`src/rtl/ram_stream_ctrl.sv`:
```
// ram_stream_ctrl
// Port-side initiator for the dual-port coefficient RAM. A LOAD pass takes
// DEPTH words from the inbound valid/ready stream and writes them to the RAM
// two at a time: the even word goes to port A and the odd word to port B. An
// UNLOAD pass reads the RAM two words per access and sends them out in address
// order on the outbound valid/ready stream.
//
// Ports
//   i_clk, i_rst            clock (rising edge), async active-high reset
//   i_start_load/unload     pass requests, sampled only while idle (load wins)
//   o_busy, o_done          pass in progress / one-cycle completion pulse
//   i_s_data/valid, o_s_ready    inbound word stream
//   o_m_data/valid, i_m_ready    outbound word stream
//   o_ram_addr_a/b, o_ram_din_a/b, o_ram_we_a/b   RAM port A (even) / B (odd)
//   i_ram_dout_a/b          RAM read data, one-cycle read latency
module ram_stream_ctrl #(
  parameter int AWID  = 8,
  parameter int WID   = 16,
  parameter int DEPTH = 1 << AWID
) (
  input  logic            i_clk,
  input  logic            i_rst,
  input  logic            i_start_load,
  input  logic            i_start_unload,
  output logic            o_busy,
  output logic            o_done,
  input  logic [WID-1:0]  i_s_data,
  input  logic            i_s_valid,
  output logic            o_s_ready,
  output logic [WID-1:0]  o_m_data,
  output logic            o_m_valid,
  input  logic            i_m_ready,
  output logic [AWID-1:0] o_ram_addr_a,
  output logic [AWID-1:0] o_ram_addr_b,
  output logic [WID-1:0]  o_ram_din_a,
  output logic [WID-1:0]  o_ram_din_b,
  output logic            o_ram_we_a,
  output logic            o_ram_we_b,
  input  logic [WID-1:0]  i_ram_dout_a,
  input  logic [WID-1:0]  i_ram_dout_b
);

  typedef enum logic [1:0] {
    ST_IDLE   = 2'd0,
    ST_LOAD   = 2'd1,
    ST_UNLOAD = 2'd2
  } state_t;

  localparam logic [AWID-1:0] W_LAST = AWID'(DEPTH - 1);
  localparam logic [AWID-2:0] P_LAST = (AWID-1)'(DEPTH / 2 - 1);

  state_t            r_state,    w_state_nxt;
  logic              r_busy,     w_busy_nxt;
  logic              r_done,     w_done_nxt;
  logic              r_s_ready,  w_s_ready_nxt;
  logic [AWID-1:0]   r_w,        w_w_nxt;       // LOAD word index
  logic [WID-1:0]    r_hold,     w_hold_nxt;    // even word waiting for its pair
  logic [AWID-1:0]   r_addr_a,   w_addr_a_nxt;
  logic [AWID-1:0]   r_addr_b,   w_addr_b_nxt;
  logic [WID-1:0]    r_din_a,    w_din_a_nxt;
  logic [WID-1:0]    r_din_b,    w_din_b_nxt;
  logic              r_we,       w_we_nxt;
  logic [AWID-2:0]   r_p,        w_p_nxt;       // UNLOAD pair index
  logic              r_first,    w_first_nxt;   // first UNLOAD cycle: drive pair 0
  logic              r_addr_new, w_addr_new_nxt;// address changed last edge
  logic              r_dv,       w_dv_nxt;      // RAM dout reflects current pair
  logic              r_last_cap, w_last_cap_nxt;// final pair is in the buffer
  logic [WID-1:0]    r_m_data,   w_m_data_nxt;
  logic [WID-1:0]    r_buf_b,    w_buf_b_nxt;
  logic              r_sel,      w_sel_nxt;     // 0: A word showing, 1: B word
  logic              r_m_valid,  w_m_valid_nxt;

  logic              w_s_hs;
  logic              w_m_hs;
  logic              w_cap;
  logic [AWID-2:0]   w_p_inc;

  assign w_s_hs  = i_s_valid & r_s_ready;
  assign w_m_hs  = r_m_valid & i_m_ready;
  // A new pair may enter the buffer when it is empty or its last word leaves now.
  assign w_cap   = r_dv & (~r_m_valid | (w_m_hs & r_sel));
  assign w_p_inc = r_p + (AWID-1)'(1);

  // Next-state and next-register computation for all three pass states.
  always_comb begin
    w_state_nxt    = r_state;
    w_busy_nxt     = r_busy;
    w_done_nxt     = 1'b0;
    w_s_ready_nxt  = r_s_ready;
    w_w_nxt        = r_w;
    w_hold_nxt     = r_hold;
    w_addr_a_nxt   = r_addr_a;
    w_addr_b_nxt   = r_addr_b;
    w_din_a_nxt    = r_din_a;
    w_din_b_nxt    = r_din_b;
    w_we_nxt       = 1'b0;
    w_p_nxt        = r_p;
    w_first_nxt    = r_first;
    w_addr_new_nxt = 1'b0;
    w_dv_nxt       = r_dv;
    w_last_cap_nxt = r_last_cap;
    w_m_data_nxt   = r_m_data;
    w_buf_b_nxt    = r_buf_b;
    w_sel_nxt      = r_sel;
    w_m_valid_nxt  = r_m_valid;

    case (r_state)
      ST_IDLE: begin
        if (i_start_load) begin
          w_state_nxt   = ST_LOAD;
          w_busy_nxt    = 1'b1;
          w_s_ready_nxt = 1'b1;
          w_w_nxt       = '0;
        end else if (i_start_unload) begin
          w_state_nxt    = ST_UNLOAD;
          w_busy_nxt     = 1'b1;
          w_p_nxt        = '0;
          w_first_nxt    = 1'b1;
          w_dv_nxt       = 1'b0;
          w_last_cap_nxt = 1'b0;
          w_sel_nxt      = 1'b0;
          w_m_valid_nxt  = 1'b0;
        end else begin
          w_state_nxt = ST_IDLE;
        end
      end

      ST_LOAD: begin
        if (r_done) begin
          // Final write cycle just ended.
          w_state_nxt = ST_IDLE;
          w_busy_nxt  = 1'b0;
        end else if (w_s_hs) begin
          if (!r_w[0]) begin
            w_hold_nxt = i_s_data;
          end else begin
            w_we_nxt     = 1'b1;
            w_addr_a_nxt = {r_w[AWID-1:1], 1'b0};
            w_addr_b_nxt = r_w;
            w_din_a_nxt  = r_hold;
            w_din_b_nxt  = i_s_data;
          end
          if (r_w == W_LAST) begin
            w_s_ready_nxt = 1'b0;
            w_done_nxt    = 1'b1;
          end else begin
            w_w_nxt = r_w + AWID'(1);
          end
        end else begin
          w_state_nxt = ST_LOAD;
        end
      end

      ST_UNLOAD: begin
        if (r_first) begin
          w_first_nxt    = 1'b0;
          w_addr_a_nxt   = {r_p, 1'b0};
          w_addr_b_nxt   = {r_p, 1'b1};
          w_addr_new_nxt = 1'b1;
        end else begin
          // dv rises one cycle after the address moves; a capture consumes it.
          if (w_cap) begin
            w_dv_nxt = 1'b0;
          end else if (r_addr_new) begin
            w_dv_nxt = 1'b1;
          end else begin
            w_dv_nxt = r_dv;
          end

          if (w_cap) begin
            w_m_data_nxt  = i_ram_dout_a;
            w_buf_b_nxt   = i_ram_dout_b;
            w_m_valid_nxt = 1'b1;
            w_sel_nxt     = 1'b0;
            if (r_p == P_LAST) begin
              w_last_cap_nxt = 1'b1;
            end else begin
              w_p_nxt        = w_p_inc;
              w_addr_a_nxt   = {w_p_inc, 1'b0};
              w_addr_b_nxt   = {w_p_inc, 1'b1};
              w_addr_new_nxt = 1'b1;
            end
          end else if (w_m_hs) begin
            if (!r_sel) begin
              w_m_data_nxt = r_buf_b;
              w_sel_nxt    = 1'b1;
            end else begin
              w_m_valid_nxt = 1'b0;
              if (r_last_cap) begin
                w_done_nxt  = 1'b1;
                w_busy_nxt  = 1'b0;
                w_state_nxt = ST_IDLE;
              end else begin
                w_state_nxt = ST_UNLOAD;
              end
            end
          end else begin
            w_state_nxt = ST_UNLOAD;
          end
        end
      end

      default: begin
        w_state_nxt   = ST_IDLE;
        w_busy_nxt    = 1'b0;
        w_s_ready_nxt = 1'b0;
        w_m_valid_nxt = 1'b0;
      end
    endcase
  end

  // State and output registers; reset clears every output and flag.
  always_ff @(posedge i_clk or posedge i_rst) begin
    if (i_rst) begin
      r_state    <= ST_IDLE;
      r_busy     <= 1'b0;
      r_done     <= 1'b0;
      r_s_ready  <= 1'b0;
      r_w        <= '0;
      r_hold     <= '0;
      r_addr_a   <= '0;
      r_addr_b   <= '0;
      r_din_a    <= '0;
      r_din_b    <= '0;
      r_we       <= 1'b0;
      r_p        <= '0;
      r_first    <= 1'b0;
      r_addr_new <= 1'b0;
      r_dv       <= 1'b0;
      r_last_cap <= 1'b0;
      r_m_data   <= '0;
      r_buf_b    <= '0;
      r_sel      <= 1'b0;
      r_m_valid  <= 1'b0;
    end else begin
      r_state    <= w_state_nxt;
      r_busy     <= w_busy_nxt;
      r_done     <= w_done_nxt;
      r_s_ready  <= w_s_ready_nxt;
      r_w        <= w_w_nxt;
      r_hold     <= w_hold_nxt;
      r_addr_a   <= w_addr_a_nxt;
      r_addr_b   <= w_addr_b_nxt;
      r_din_a    <= w_din_a_nxt;
      r_din_b    <= w_din_b_nxt;
      r_we       <= w_we_nxt;
      r_p        <= w_p_nxt;
      r_first    <= w_first_nxt;
      r_addr_new <= w_addr_new_nxt;
      r_dv       <= w_dv_nxt;
      r_last_cap <= w_last_cap_nxt;
      r_m_data   <= w_m_data_nxt;
      r_buf_b    <= w_buf_b_nxt;
      r_sel      <= w_sel_nxt;
      r_m_valid  <= w_m_valid_nxt;
    end
  end

  assign o_busy       = r_busy;
  assign o_done       = r_done;
  assign o_s_ready    = r_s_ready;
  assign o_m_data     = r_m_data;
  assign o_m_valid    = r_m_valid;
  assign o_ram_addr_a = r_addr_a;
  assign o_ram_addr_b = r_addr_b;
  assign o_ram_din_a  = r_din_a;
  assign o_ram_din_b  = r_din_b;
  assign o_ram_we_a   = r_we;
  assign o_ram_we_b   = r_we;

endmodule

```
`config.mk`:
```
export PLATFORM = sky130hd
export DESIGN_NAME = ram_stream_ctrl
export DESIGN_NICKNAME = d
export VERILOG_FILES = /design/src/rtl/ram_stream_ctrl.sv
export SDC_FILE = /design/constraint.sdc
export NUM_CORES = 1
export LEC_CHECK = 0
export BUFFER_PORTS_ARGS = -buffer_cell sky130_fd_sc_hd__buf_4
export CAP_MARGIN = 15
export CORE_MARGIN = 10
export CORE_UTILIZATION = 25
export DETAILED_ROUTE_END_ITERATION = 10
export HOLD_SLACK_MARGIN = 0.1
export SLEW_MARGIN = 20
export SYNTH_ARGS = -nofsm -noshare
export SYNTH_HDL_FRONTEND = slang
export SYNTH_SLANG_ARGS = --single-unit
```
`constraint.sdc`:
```
create_clock -name i_clk -period 4.26 [get_ports i_clk]
set_input_delay 0.426 -clock i_clk [delete_from_list [all_inputs] [get_ports i_clk]]
set_output_delay 0.426 -clock i_clk [all_outputs]
set_load 0.05 [all_outputs]
```
==> impl_metrics.py, run 1 <==
metrics = {
    "final_layout": {
        "drive_above_1_share_pct": 33.3,
        "num-nets-final": 678,
        "antenna_cells": 0,
        "area_delta_synth_final_pct": 32.4,
        "fin_util_pct": 34.0,
    },
    "clocking": {
        "clkLatencyLatePin_ns": 0.42,
        "cts_root_buffer": "clkbuf_16",
        "cts_buffers": 17,
        "clock-sinks": 115,
        "cts_buffer_depth": 2,
        "post_cts_buffers": 0,
        "h-tree-depth": 4,
        "cts_resized": 0,
        "cts_tree": "done",
        "ctsHoldBuffers": 0,
        "path_clk_slew_ns": 0.05,
    },
    "die": {
        "num_rows": 52,
        "initial_core_util_pct": 25.7,
        "chipWidth_um": 165,
        "core_area_um2": 20400,
        "die_y_um": 165,
        "io_pins": 124,
        "dieArea_um2": 27200,
    },
    "routing": {
        "initialDrtViolationCount": 204,
        "wl_per_cell_um": 15.4,
        "routed-wl-met3_mm": 1.48,
        "met1_length_mm": 6.07,
        "wl_met2_mm": 6.18,
        "drc": 0,
        "first_pass_iters": 4,
        "avgViaCountPerCell": 4.37,
        "top_layer_used": "met4",
        "ant_nets": 0,
        "num_vias": 3941,
        "wl_mm": 13.9,
    },
    "sta": {
        "slew_headroom_pct": 38.4,
        "rsz0062_at_grt": "no",
        "setup_viol": 0,
        "maxSlewViolCount": 0,
        "fmax_mhz": 369,
        "fin_skew_ns": 0.00974,
        "min_period_over_period_pct": 63.7,
        "tns_ns": 0,
        "fin_crit_ns": 2.71,
        "hold_viol": 0,
        "max_slew.worst_pin.slew_ns": 0.922,
    },
    "critical_path": {
        "endpoint_kind": "flop",
        "crit_start": "r_state[1]",
        "critPathLaunchType": "flop",
        "rr_worst_depth": 6,
        "r2r_setup_slack_ns": 1.55,
        "cpPeakStageDelay_ns": 0.62,
        "rr_startpoint": "r_state[1]",
        "crit_type": "flop to flop",
        "critPathMaxFanout": 34,
        "cp.required_ns": 4.55,
        "worstReg2RegEnd": "o_ram_addr_a[7]",
        "crit_arrival_ns": 3.01,
        "path_cells": "inv_1 -> ha_1 -> nand4b_1 -> or2_2 -> a22oi_4 -> mux2_2",
        "cp_slowest_cell": "or2_2",
    },
    "logic_synthesis": {
        "synth.yosys.seq_area_share_pct": 54.9,
        "synth_area_per_cell_um2": 10.4,
        "synth_edf_count": 0,
        "ys.flop_type": "dfrtp_1",
        "ys_types": 52,
        "synthesis.nets": 565,
        "synth.cell_area_um2": 5240,
        "netlist_instances": 505,
        "yosys_register_bits": 115,
        "yosys_warnings": 0,
        "synth-async-reset-ratio_pct": 100,
    },
    "grt": {
        "grt_max_degree": 55,
        "grt_overflow_total": 0,
        "grt_pass1_wl_mm": 22.4,
        "antenna_found_initial": 0,
        "grt_pass1_vias": 4198,
        "grtUsageTotal_pct": 10.4,
    },
    "place": {
        "gp_congestion": 0.754,
        "dp_hpwl_mm": 9.70,
        "io_buffers": 122,
    },
    "flow_run": {
        "max_cap_viol_count": 0,
    },
    "power": {
        "seq_power_share_pct": 36.8,
        "p_int_uw": 2430,
        "power.density_nw_per_um2": 524,
        "clkPwrFrac_pct": 39.1,
        "power.switching_uw": 1200,
        "switching_share_pct": 33.1,
        "ir_drop_mv": 0.276,
        "p_leak_uw": 0.00344,
        "p_comb_share_pct": 24.0,
    },
    "min_path": {
        "hold_class": "primary input to async pin",
    },
    "status": {
        "status": "finished clean",
    },
}
==> cell usage after synthesis (5+ instances only) <==
library cell	count	area, um2
o211ai_1	7	52.6
buf_2	9	45.0
xnor2_1	5	43.8
mux2i_1	19	190
buf_4	10	75.1
nand3_1	13	65.1
a31oi_1	6	37.5
nand2b_1	5	31.3
inv_1	12	45.0
a21oi_1	14	70.1
clkbuf_1	12	45.0
mux2_2	42	473
nand2_1	136	510
ha_1	6	75.1
dfrtp_1	115	2880
o21ai_0	28	140
nor2_1	14	52.6
==> metrics by stage <==
step                      hold slack, ns  std cells  power [uW]  cell area [um2]  setup WS [ns]
after floorplan                    0.435        505        1960             5240          0.790
after global placement             0.447        869        2230             6350           1.64
after detailed placement           0.454        869        2240             6350           1.56
after CTS                          0.150        901        3690             6940           1.55
after global routing               0.172        901        3820             6940           1.33
final                              0.118        901        3640             6940           1.55
==> routing by layer <==
metal | up-vias | global-route usage [%]
met2 | 114 | 15.4
li1 | 1943 | -
met1 | 1872 | 12.6
met3 | 12 | 5.60
met4 | 0 | 3.38
met5 | - | 0
==> state kept, by name, summed over array words and instances, names as in the netlist, 2 cells and up <==
| signal | count |
|---|---|
| o_ram_din_a | 16 |
| o_m_data | 16 |
| r_state | 2 |
| o_ram_addr_b | 7 |
| r_buf_b | 16 |
| r_w | 8 |
| r_hold | 16 |
| r_p | 7 |
| o_ram_din_b | 16 |
==> power groups by stage <==
stage                     clock network (uW)  registers, uW  logic [uW]
after global routing                    1520           1360         940
after detailed placement                   0           1360         889
after global placement                     0           1350         880
after floorplan                            0           1640         314
after CTS                               1460           1340         888
final                                   1420           1340         874
==> critical path, delay by kind of cell (launching register included) <==
| kind | cells | cell delay, ns |
|---|---|---|
| flops | 1 | 0.40 |
| simple gates | 2 | 0.88 |
| mux | 1 | 0.38 |
| fa+ha+maj | 1 | 0.41 |
| compound gates | 1 | 0.43 |
| buf+inv | 1 | 0.09 |
==> kinds of logic (layout without fill, tap and decap cells) <==
group                      count (synthesis)  in the layout  synth area share [%]
AOI/OAI and AO/OA                         72             72                  8.66
xor gates and xnor gates                   5              5                 0.835
adders and majority gates                  6              6                  1.43
buffers and inverters                     45            171                  4.32
DFF                                      115            115                  54.9
muxes                                     62             62                  12.9
other                                      1              1                0.0715
and+or+nand+nor                          199            199                  16.9
==> cell usage in the layout, fill, tap and decap left out, types with 13 or more instances in the layout <==
| cell type | count |
|---|---|
| nand2_1 | 136 |
| nand3_1 | 13 |
| nor2_1 | 14 |
| mux2_2 | 42 |
| mux2i_1 | 19 |
| dfrtp_1 | 115 |
| a21oi_1 | 14 |
| buf_4 | 127 |
| clkbuf_16 | 17 |
| o21ai_0 | 28 |
==> worst max-delay path by stage <==
stage,end,slack (ns),cells after the start
6_report,o_ram_addr_a[7],1.55,6
5_1_grt,o_ram_din_a[0],1.33,8
4_1_cts,o_ram_addr_b[6],1.55,6
3_5_place_dp,o_ram_addr_b[2],1.56,6
3_3_place_gp,o_ram_addr_b[6],1.64,6
2_1_floorplan,o_busy,0.79,1
==> layout make-up <==
| cell class | instances | area (um2) |
|---|---|---|
| Fill cell | 2137 | 13500 |
| Inverter | 12 | 47.5 |
| Timing Repair Buffer | 127 | 953 |
| Multi-Input combinational cell | 345 | 2140 |
| Clock inverter | 12 | 138 |
| Tap cell | 270 | 338 |
| Clock buffer | 20 | 447 |
| Sequential cell | 115 | 2880 |
(Power assumes the default switching activity.)
==> run 2, diff against run 1 <==
Settings changed: ABC_AREA set to 1.
Clock period 4.26 ns to 2.5 ns, I/O delays scaled along.
==> impl_metrics.py, run 2 <==
metrics = {
    "status": {
        "status": "finished clean",
    },
    "logic_synthesis": {
        "synth-async-reset-ratio_pct": 100,
        "synthesis.nets": 756,
        "synth_edf_count": 0,
        "synth_top_area_share_pct": 52.2,
        "synth_most_common_cell": "nand2_1",
        "synth_adder_area_share_pct": 1.36,
        "synthSimpleGateAreaFrac_pct": 30.9,
        "yosys-top-cells-count": "nand2_1 (302), dfrtp_1 (115), nand3_1 (55)",
        "synth_xor_area_share_pct": 0.159,
        "synth_top_area_cell": "dfrtp_1",
        "synth_area_per_cell_um2": 7.92,
        "synth.yosys.seq_area_share_pct": 52.2,
        "synth.cell_area_um2": 5510,
        "yosys_warnings": 0,
        "synth_top_family_by_area": "simple AND/OR/NAND/NOR gates",
        "muxShareOfSynthArea_pct": 0,
        "ys_types": 37,
        "ys.flop_type": "dfrtp_1",
        "netlist_instances": 696,
        "yosys_register_bits": 115,
        "synth.area.top_cells": "dfrtp_1 (52%), nand2_1 (21%), nand3_1 (5.0%)",
        "synth_compound_area_share_pct": 7.76,
    },
    "sta": {
        "fin_skew_ns": 0.00925,
        "tns_ns": 0,
        "layout_setup_ws_ns": 0.355,
        "setup_viol": 0,
        "max_slew.worst_pin.slew_ns": 0.674,
        "fmax_mhz": 466,
        "hold_viol": 0,
        "min_period_over_period_pct": 85.8,
        "maxSlewViolCount": 0,
        "slew_headroom_pct": 55.0,
        "fin_crit_ns": 2.14,
        "worst_hold_slack_ns": 0.122,
        "rsz0062_at_grt": "no",
    },
    "clocking": {
        "clkLatencyLatePin_ns": 0.42,
        "cts_buffers": 17,
        "cts_resized": 0,
        "cts_root_buffer": "clkbuf_16",
        "path_clk_slew_ns": 0.05,
        "clock-sinks": 115,
        "cts_tree": "done",
        "cts_buffer_depth": 2,
        "h-tree-depth": 4,
    },
    "power": {
        "power.switching_uw": 3910,
        "ir_drop_mv": 0.590,
        "p_leak_uw": 0.00396,
        "power.density_nw_per_um2": 1200,
        "seq_power_share_pct": 32.1,
        "p_int_uw": 5000,
        "switching_share_pct": 43.8,
        "clkPwrFrac_pct": 25.6,
        "p_comb_share_pct": 42.3,
    },
    "die": {
        "initial_core_util_pct": 25.3,
        "io_pins": 124,
        "die_y_um": 169,
        "core_area_um2": 21800,
        "chipWidth_um": 169,
        "dieArea_um2": 28400,
        "num_rows": 54,
    },
    "routing": {
        "wl_per_cell_um": 14.0,
        "avgViaCountPerCell": 4.27,
        "drc": 0,
        "num_vias": 4803,
        "ant_nets": 0,
        "wl_mm": 15.7,
        "initialDrtViolationCount": 330,
        "first_pass_iters": 5,
    },
    "critical_path": {
        "critPathLaunchType": "flop",
        "cp.required_ns": 2.77,
        "crit_start": "r_state[1]",
        "crit_arrival_ns": 2.42,
        "endpoint_kind": "flop",
        "rr_startpoint": "r_state[1]",
        "critPathMaxFanout": 32,
        "crit_type": "flop to flop",
        "worstReg2RegEnd": "r_hold[0]",
        "rr_worst_depth": 8,
        "r2r_setup_slack_ns": 0.36,
    },
    "place": {
        "gp_congestion": 0.840,
        "dp_hpwl_mm": 11.5,
        "preCtsSetupSlack_ns": 0.338,
        "io_buffers": 122,
        "placed_cell_area_um2": 6660,
    },
    "min_path": {
        "min_from": "i_s_data[6]",
        "min_to": "r_hold[6]",
        "whs_path_depth": 3,
        "hold_class": "primary input to flop",
    },
    "final_layout": {
        "num-nets-final": 893,
        "fin_area_um2": 7450,
        "final_common_cell": "nand2_1",
        "antenna_cells": 0,
        "final_cell_mix": "nand2_1 (302), buf_4 (128), dfrtp_1 (115)",
        "drive_above_1_share_pct": 21.5,
        "area_delta_synth_final_pct": 35.1,
    },
    "grt": {
        "grt_pass1_vias": 4919,
        "grt_overflow_total": 0,
        "antenna_found_initial": 0,
        "grt_pass1_wl_mm": 26.0,
        "grtUsageTotal_pct": 11.2,
        "grt_max_degree": 50,
    },
    "flow_run": {
        "max_cap_viol_count": 0,
    },
}
run 2: changes by cell type in the layout (fill, tap and decap cells not counted), moves of 11 or more:
cell / delta
mux2i_1: -19
nand2_1: +166
mux2_2: -42
o21ai_1: +11
nor2_1: +16
nand3_1: +42
inv_1: +38
o21ai_0: +12
dlygate4sd3_1: +23
run 2: worst max-delay path by stage:
stage | to | slack, ns | cells past startpoint
after floorplan | o_m_data[0] | 0.79 | 8
after global placement | o_m_data[3] | 0.50 | 7
after detailed placement | r_hold[2] | 0.34 | 8
after CTS | r_hold[2] | 0.34 | 8
after global routing | r_hold[14] | 0.14 | 8
final | r_hold[0] | 0.36 | 8
run 2: kinds of logic (layout without fill, tap and decap cells):
| logic type | after synthesis | count (layout) |
|---|---|---|
| XOR/XNOR | 1 | 1 |
| other | 1 | 1 |
| flip-flops | 115 | 115 |
| AND/OR/NAND/NOR | 409 | 409 |
| adder cells (fa/ha/maj) | 6 | 6 |
| buffers and inverters | 90 | 240 |
| AO/OA/AOI/OAI | 74 | 74 |
run 2: timing repair:
item,4_1_cts,5_1_grt
hold buffers,23,0
buffers inserted,0,0
hold endpoints to repair,46,0
run 2: cell type report:
type / count / area (um2)
Clock buffer: 22 / 474
Inverter: 55 / 210
Clock inverter: 10 / 82.6
Tap cell: 280 / 350
Multi-Input combinational cell: 491 / 2220
Sequential cell: 115 / 2880
Timing Repair Buffer: 153 / 1230
Fill cell: 2322 / 14300
run 2: metrics by stage:
stage | util (%) | std cells | power [uW]
floorplan | - | 696 | 5560
global placement | 30.6 | 1071 | 6620
detailed placement | 30.6 | 1071 | 6650
CTS | 34.2 | 1126 | 9020
global route | 34.2 | 1126 | 9550
finish | 34.2 | 1126 | 8910
run 2: power groups by stage:
stage / combinational, uW / sequential (uW) / clock (uW)
6_report: 3770 / 2860 / 2290
3_3_place_gp: 3750 / 2870 / 0
2_1_floorplan: 1750 / 3810 / 0
5_1_grt: 4180 / 2940 / 2430
4_1_cts: 3810 / 2860 / 2360
3_5_place_dp: 3770 / 2870 / 0
run 2: critical path, stage by stage, from the launching register on:
cell and delay [ns]:
dfrtp_1 0.41, inv_1 0.10, ha_1 0.36, inv_2 0.15, or2_4 0.28, nor2_4 0.11, nand2_2 0.32, nand2_1 0.17
o21ai_0 0.09
run 2: layer usage:
layer | global-route usage (%) | part of all wire [%]
met5 | 0 | 0
met1 | 14.6 | 47
met3 | 4.38 | 7.0
met2 | 16.4 | 44
met4 | 4.13 | 2.0
==> run 3, diff against run 2 <==
Settings changed: CORE_UTILIZATION 25 to 30, PLACE_DENSITY_LB_ADDON set to 0.1.
==> impl_metrics.py, run 3 (same netlist as run 2, synthesis figures left out) <==
metrics = {
    "status": {
        "status": "finished clean",
    },
    "die": {
        "io_pins": 124,
        "die_y_um": 156,
        "dieArea_um2": 24200,
        "core_area_um2": 18000,
        "num_rows": 49,
        "chipWidth_um": 156,
        "initial_core_util_pct": 30.6,
    },
    "sta": {
        "fin_crit_ns": 2.25,
        "max_slew.worst_pin.slew_ns": 0.806,
        "fin_skew_ns": 0.00881,
        "fmax_mhz": 444,
        "layout_setup_ws_ns": 0.249,
        "tns_ns": 0,
        "setup_viol": 0,
        "slew_headroom_pct": 46.1,
        "maxSlewViolCount": 0,
        "hold_viol": 0,
        "rsz0062_at_grt": "no",
        "worst_hold_slack_ns": 0.110,
        "min_period_over_period_pct": 90.0,
    },
    "final_layout": {
        "final_cell_mix": "nand2_1 (302), buf_4 (128), dfrtp_1 (115)",
        "final_common_cell": "nand2_1",
        "num-nets-final": 893,
        "drive_above_1_share_pct": 21.7,
        "num-fill-cells": 1865,
        "finalNonFillerCells": 1075,
        "area_delta_synth_final_pct": 34.6,
        "antenna_cells": 0,
    },
    "critical_path": {
        "crit_arrival_ns": 2.52,
        "worstReg2RegEnd": "r_hold[14]",
        "rr_startpoint": "r_state[1]",
        "endpoint_kind": "flop",
        "r2r_setup_slack_ns": 0.25,
        "critPathLaunchType": "flop",
        "critPathMaxFanout": 32,
        "cp.required_ns": 2.77,
        "crit_type": "flop to flop",
        "rr_worst_depth": 8,
    },
    "flow_run": {
        "max_cap_viol_count": 0,
    },
    "power": {
        "p_leak_uw": 0.00398,
        "ir_drop_mv": 0.610,
        "power.density_nw_per_um2": 1220,
        "finalPower_uw": 9070,
    },
    "clocking": {
        "cts_buffer_depth": 2,
        "cts_tree": "done",
        "cts_root_buffer": "clkbuf_16",
        "path_clk_slew_ns": 0.06,
        "clkLatencyLatePin_ns": 0.42,
        "ctsHoldBuffers": 23,
        "h-tree-depth": 4,
        "clock-sinks": 115,
        "post_cts_buffers": 0,
        "cts_resized": 0,
        "cts_buffers": 17,
    },
    "min_path": {
        "min_to": "r_hold[15]",
        "whs_path_depth": 3,
        "hold_class": "primary input to flop",
        "min_from": "i_s_data[15]",
    },
    "routing": {
        "num_vias": 4847,
        "avgViaCountPerCell": 4.51,
        "wl_per_cell_um": 14.6,
        "initialDrtViolationCount": 281,
        "drc": 0,
        "ant_nets": 0,
        "first_pass_iters": 4,
        "wl_mm": 15.7,
    },
    "grt": {
        "met1_usage_pct": 16.4,
        "grt_pass1_vias": 4950,
        "grt_pass1_wl_mm": 25.7,
        "top_usage_layer": "met2",
        "grt_overflow_total": 0,
        "use_met2_pct": 20.4,
        "antenna_found_initial": 0,
        "grtUsageTotal_pct": 13.0,
        "grt_max_degree": 53,
        "grt_use_met3_pct": 4.55,
    },
    "place": {
        "dp_hpwl_mm": 11.3,
        "preCtsSetupSlack_ns": 0.250,
        "io_buffers": 122,
        "gp_congestion": 0.821,
        "place_inst": 1020,
    },
}
[run 3: changes by cell type in the layout (fill, tap and decap cells not counted)]
cell | before | now
inv_6 | 0 | 5
clkbuf_1 | 2 | 0
inv_8 | 0 | 2
clkinv_2 | 6 | 1
clkbuf_8 | 3 | 0
clkinv_4 | 0 | 2
bufinv_16 | 1 | 2
[run 3: worst max path at each step]
stage,to,cells past startpoint,from,slack [ns]
after CTS,r_hold[14],8,r_state[1],0.25
after floorplan,o_m_data[0],8,o_m_valid,0.79
final,r_hold[14],8,r_state[1],0.25
after detailed placement,r_hold[14],8,r_state[1],0.25
after global routing,r_hold[0],7,r_state[1],0.002
after global placement,r_hold[14],8,r_state[1],0.28
[run 3: per-stage QoR]
step	area, um2	utilization [%]
5_1_grt	7420	41.2
3_5_place_dp	6600	36.6
3_3_place_gp	6600	36.6
4_1_cts	7420	41.2
2_1_floorplan	5520	-
6_report	7420	41.2
[run 3: cell type report]
class / count / area (um2) / area share (%)
Clock buffer: 17 / 425 / 5.73
Clock inverter: 15 / 171 / 2.31
Inverter: 55 / 210 / 2.83
Multi-Input combinational cell: 491 / 2220 / 29.9
Sequential cell: 115 / 2880 / 38.8
Tap cell: 229 / 287 / 3.86
Timing Repair Buffer: 153 / 1230 / 16.6
[run 3: layer usage]
metal	share of wire [%]	wire length, um
met1	46	7300
met2	46	7170
met3	6.5	1010
met4	1.4	218
met5	0	0
[run 3: critical path, cell delays in order (launching register included)]
cell and delay, ns:
dfrtp_1 0.41, inv_1 0.09, ha_1 0.43, inv_2 0.16, or2_4 0.28, nor2_4 0.11, nand2_2 0.34, nand2_1 0.17
o21ai_0 0.09
[run 3: power by group]
group | switching (uW) | internal [uW]
sequential | 378 | 2460
clock | 972 | 1500
combinational | 2660 | 1110
total | 4010 | 5060
